--- src/rtl/sd_spi_byte_shifter.sv ---
// SPI mode-0 byte transceiver for the SD card path. The divided SD clock is
// edge-detected in the CLKin domain; one byte is exchanged per accepted Start.
module sd_spi_byte_shifter #(
  parameter int   DATA_W    = 8,
  parameter logic MOSI_IDLE = 1'b1
) (
  input  logic              CLKin,
  input  logic              Reset,
  input  logic              SCKdiv,
  input  logic              Start,
  input  logic [DATA_W-1:0] TxByte,
  output logic              Busy,
  output logic              Done,
  output logic [DATA_W-1:0] RxByte,
  output logic              SD_SCK,
  output logic              SD_MOSI,
  input  logic              SD_MISO
);

  localparam int CNT_W = $clog2(DATA_W + 1);

  typedef enum logic [1:0] {IDLE, ALIGN, SHIFT, DONE} state_t;

  state_t              state_reg, state_next;
  logic                sckd_reg;
  logic [CNT_W-1:0]    cnt_reg, cnt_next;
  logic [DATA_W-1:0]   txsr_reg, txsr_next;
  logic [DATA_W-1:0]   rxsr_reg, rxsr_next;
  logic [DATA_W-1:0]   rxbyte_reg, rxbyte_next;
  logic                sck_reg, sck_next;
  logic                mosi_reg, mosi_next;
  logic                rise, fall;

  assign rise = SCKdiv & ~sckd_reg;
  assign fall = ~SCKdiv & sckd_reg;

  always_ff @(posedge CLKin or negedge Reset) begin
    if (!Reset) begin
      state_reg  <= IDLE;
      sckd_reg   <= 1'b0;
      cnt_reg    <= '0;
      txsr_reg   <= '0;
      rxsr_reg   <= '0;
      rxbyte_reg <= '0;
      sck_reg    <= 1'b0;
      mosi_reg   <= MOSI_IDLE;
    end else begin
      state_reg  <= state_next;
      sckd_reg   <= SCKdiv;
      cnt_reg    <= cnt_next;
      txsr_reg   <= txsr_next;
      rxsr_reg   <= rxsr_next;
      rxbyte_reg <= rxbyte_next;
      sck_reg    <= sck_next;
      mosi_reg   <= mosi_next;
    end
  end

  always_comb begin
    state_next  = state_reg;
    cnt_next    = cnt_reg;
    txsr_next   = txsr_reg;
    rxsr_next   = rxsr_reg;
    rxbyte_next = rxbyte_reg;
    sck_next    = 1'b0;
    mosi_next   = mosi_reg;
    case (state_reg)
      IDLE, DONE: begin
        mosi_next = MOSI_IDLE;
        // DONE accepts Start too, so transfers can run back to back
        if (Start) begin
          txsr_next  = TxByte;
          cnt_next   = CNT_W'(DATA_W);
          state_next = ALIGN;
        end else begin
          state_next = IDLE;
        end
      end
      ALIGN: begin
        // Waiting for a fall guarantees the first bit a full low half-period
        if (fall) begin
          mosi_next  = txsr_reg[DATA_W-1];
          state_next = SHIFT;
        end
      end
      SHIFT: begin
        sck_next = SCKdiv;
        if (rise) begin
          rxsr_next = {rxsr_reg[DATA_W-2:0], SD_MISO};
          cnt_next  = cnt_reg - 1'b1;
        end
        if (fall) begin
          if (cnt_reg != '0) begin
            txsr_next = txsr_reg << 1;
            mosi_next = txsr_reg[DATA_W-2];
          end else begin
            // Load RxByte here so it is already valid during the Done cycle
            sck_next    = 1'b0;
            mosi_next   = MOSI_IDLE;
            rxbyte_next = rxsr_reg;
            state_next  = DONE;
          end
        end
      end
      default: state_next = IDLE;
    endcase
  end

  assign Busy    = (state_reg == ALIGN) || (state_reg == SHIFT);
  assign Done    = (state_reg == DONE);
  assign RxByte  = rxbyte_reg;
  assign SD_SCK  = sck_reg;
  assign SD_MOSI = mosi_reg;

endmodule
--- config.mk ---
export PLATFORM = sky130hd
export DESIGN_NAME = sd_spi_byte_shifter
export DESIGN_NICKNAME = d
export VERILOG_FILES = /design/src/rtl/sd_spi_byte_shifter.sv
export SDC_FILE = /design/constraint.sdc
export NUM_CORES = 1
export LEC_CHECK = 0
export BUFFER_PORTS_ARGS = -buffer_cell sky130_fd_sc_hd__buf_2
export CAP_MARGIN = 0
export CORE_ASPECT_RATIO = 0.75
export CORE_UTILIZATION = 45
export DETAILED_ROUTE_END_ITERATION = 10
export PLACE_DENSITY = 0.69
export SLEW_MARGIN = 20
export SYNTH_ARGS = -nofsm -noshare
export SYNTH_HDL_FRONTEND = slang
export SYNTH_SLANG_ARGS = --single-unit
--- constraint.sdc ---
create_clock -name CLKin -period 4 [get_ports CLKin]
set_input_delay 0.6 -clock CLKin [delete_from_list [all_inputs] [get_ports CLKin]]
set_output_delay 0.6 -clock CLKin [all_outputs]
set_load 0.01 [all_outputs]
==> reports/qor.yml <==
critPathBufInv: 1
numCtsBuffers: 5
power_leakage_nw: 0.872
syn-num-nets: 141
cts_tree: "yes"
die_y_um: 53.6
wl_um: 2620
crit_path_end_kind: "flip-flop"
ys_seq_elements: 33
boundaryPins: 25
grt_max_degree: 34
vdd.ir_drop.worst_uv: 346
cts_root_buf: "clkbuf_8"
layout.nets: 168
slew_headroom_pct: 45.4
yosysSeqAreaShare_pct: 51.8
ctsHoldBuffers: 0
outcome: "finished clean"
setup_viol: 0
tightest_slew_ps: 820
cts_buffer_depth: 2
cap_violations: 0
ant_nets: 0
avgRoutedWirePerCell_um: 13.7
row_count: 18
synth_area_leaders: "dfrtp_1 50%, mux2_2 11%, o221a_2 4.2%"
hp-class: "in2async"
hold_viol: 0
clock_latency_ps: 280
crit_path_start_kind: "flip-flop"
crit_start: "state_reg[0]"
fin_crit_sh_pct: 54.4
die_area_sq_um: 3790
skew_ps: 6.57
r2r_start: "state_reg[0]"
synth_top_area_cell: "dfrtp_1"
timing.fmax_mhz: 459
syn_area_sq_um: 1600
placedCellCount: 183
synth_cell_types: 39
antenna_found_initial: 0
vias: 1015
final_common_cell: "dfrtp_1"
r2r_end: "txsr_reg[1]"
dr.pass1.iters: 6
setup_tns_ps: 0
seq_area_sq_um: 827
synth_warnings: 0
viasPerCell: 5.31
drive_gt1_share_pct: 44.4
finalPower_mw: 1.41
synthCells: 123
cp_top_family: "adder cells"
critPathKind: "reg2reg"
fp.dieW_um: 70.8
grt_setup_unrepaired: "no"
grt_pass1_wl_um: 4420
drc_errors: 0
netlist.area_leader.share_pct: 50.2
dpl.hpwl_um: 1870
cpPeakStageDelay_ps: 690
cts_setup_buffers: 0
drv_slew: 0
fin_cells: 191
track_usage_pct: 16.3
grt_pass1_vias: 928
ff2ff_path_depth: 5
htreeDepth: 2
crit_required_ps: 4170
fin_crit_ps: 2180
final_cell_mix: "32 x dfrtp_1, 24 x buf_2, 16 x mux2_2"
multi_input_area_sq_um: 703
cts-resized-gates: 0
powerDensity_nw_per_um2: 774
core_sq_um: 3330
numClockSinks: 33
worst_ep_arrival_time_ps: 2340
path_cells: "inv_1, ha_1, mux2i_4, nand4b_2, o221a_2"
overflow: 0
critPathSlowestCell: "ha_1"
fillers: 288
regToRegSetupSlack_ps: 1820
drtIter0Drc: 41
place_congestion: 0.759
clk_pin_slew_worst_paths_ps: 70
antenna_cells: 0
io_buffer_count: 24
start_util_pct: 47.9
syn_area_per_cell_sq_um: 13.0
path_max_fanout: 23
area_growth_pct: 13.8
## kinds of logic (layout without fill, tap and decap cells)
kind of cell             after synthesis  after routing  synth area share [%]
AO/OA/AOI/OAI                         24             24                  13.8
adder cells (fa/ha/maj)                5              5                  3.92
buffers and inverters                 13             41                  4.15
flip-flops                            33             33                  51.8
multiplexers                          19             19                  13.9
AND/OR/NAND/NOR                       29             29                  12.4
## area by class of cell
class                           count  area share (%)
Sequential cell                    33            45.5
Multi-Input combinational cell     77            38.7
Timing Repair Buffer               24            6.61
Clock buffer                        6            3.99
Tap cell                           40            2.75
Inverter                            9            1.86
Clock inverter                      2           0.551
## per-stage QoR
stage                     area, sq um  setup slack [ps]  hold slack [ps]  util [%]
after floorplan                  1600              2300              304         -
after global placement           1730              1900              482      52.0
after detailed placement         1730              1830              487      52.0
after CTS                        1820              1820              392      54.5
after global routing             1820              1680              426      54.5
final                            1820              1820              366      54.5
## worst max-delay path by stage
stage / end / slack, ps / cells after the start
CTS: txsr_reg[1] / 1820 / 5
detailed placement: txsr_reg[1] / 1830 / 5
global placement: txsr_reg[7] / 1900 / 5
global route: txsr_reg[1] / 1680 / 5
floorplan: txsr_reg[1] / 2300 / 6
finish: txsr_reg[1] / 1820 / 5
## per-layer routing
layer,up-vias,GRT usage (%),part of all wire [%]
met5,-,0,0
met4,0,9.00,1.8
met3,5,6.37,5.2
met2,20,23.2,41
met1,487,21.5,52
li1,503,-,-
## report_power, final
group,switching (mW),total (mW),internal [mW],leakage [nW]
registers,0.0795,0.548,0.469,0.404
clock network,0.117,0.238,0.120,0.0450
logic,0.302,0.619,0.318,0.422
## synthesized netlist by cell type
library cell,instances
a2111oi_0,2
a211o_1,1
a211oi_4,1
a21o_1,1
a21oi_1,3
a221o_1,1
a221oi_1,1
a2bb2oi_1,1
a2bb2oi_2,1
a31oi_1,1
and2_1,1
and2b_1,1
and4bb_4,1
buf_2,2
buf_6,2
dfrtp_1,32
dfstp_2,1
ha_1,5
inv_1,9
mux2_2,16
mux2i_1,2
mux2i_4,1
nand2_1,4
nand2_4,1
nand2b_1,4
nand3b_1,1
nand4b_2,1
nor2_1,3
nor2b_1,1
nor3b_1,1
o21ai_1,1
o221a_2,6
o22a_1,1
o22ai_1,2
o31a_1,1
or2_2,6
or3_1,2
or3b_2,1
or4b_1,1
## worst register-to-register path: cells and delay by family, from the launching register on
kind,cells,cell delay [ps]
and+or+nand+nor,1,350
AOI/OAI and AO/OA,1,320
DFF,1,410
buffers and inverters,1,70
adders and majority gates,1,690
muxes,1,220
(Power assumes the default switching activity.)
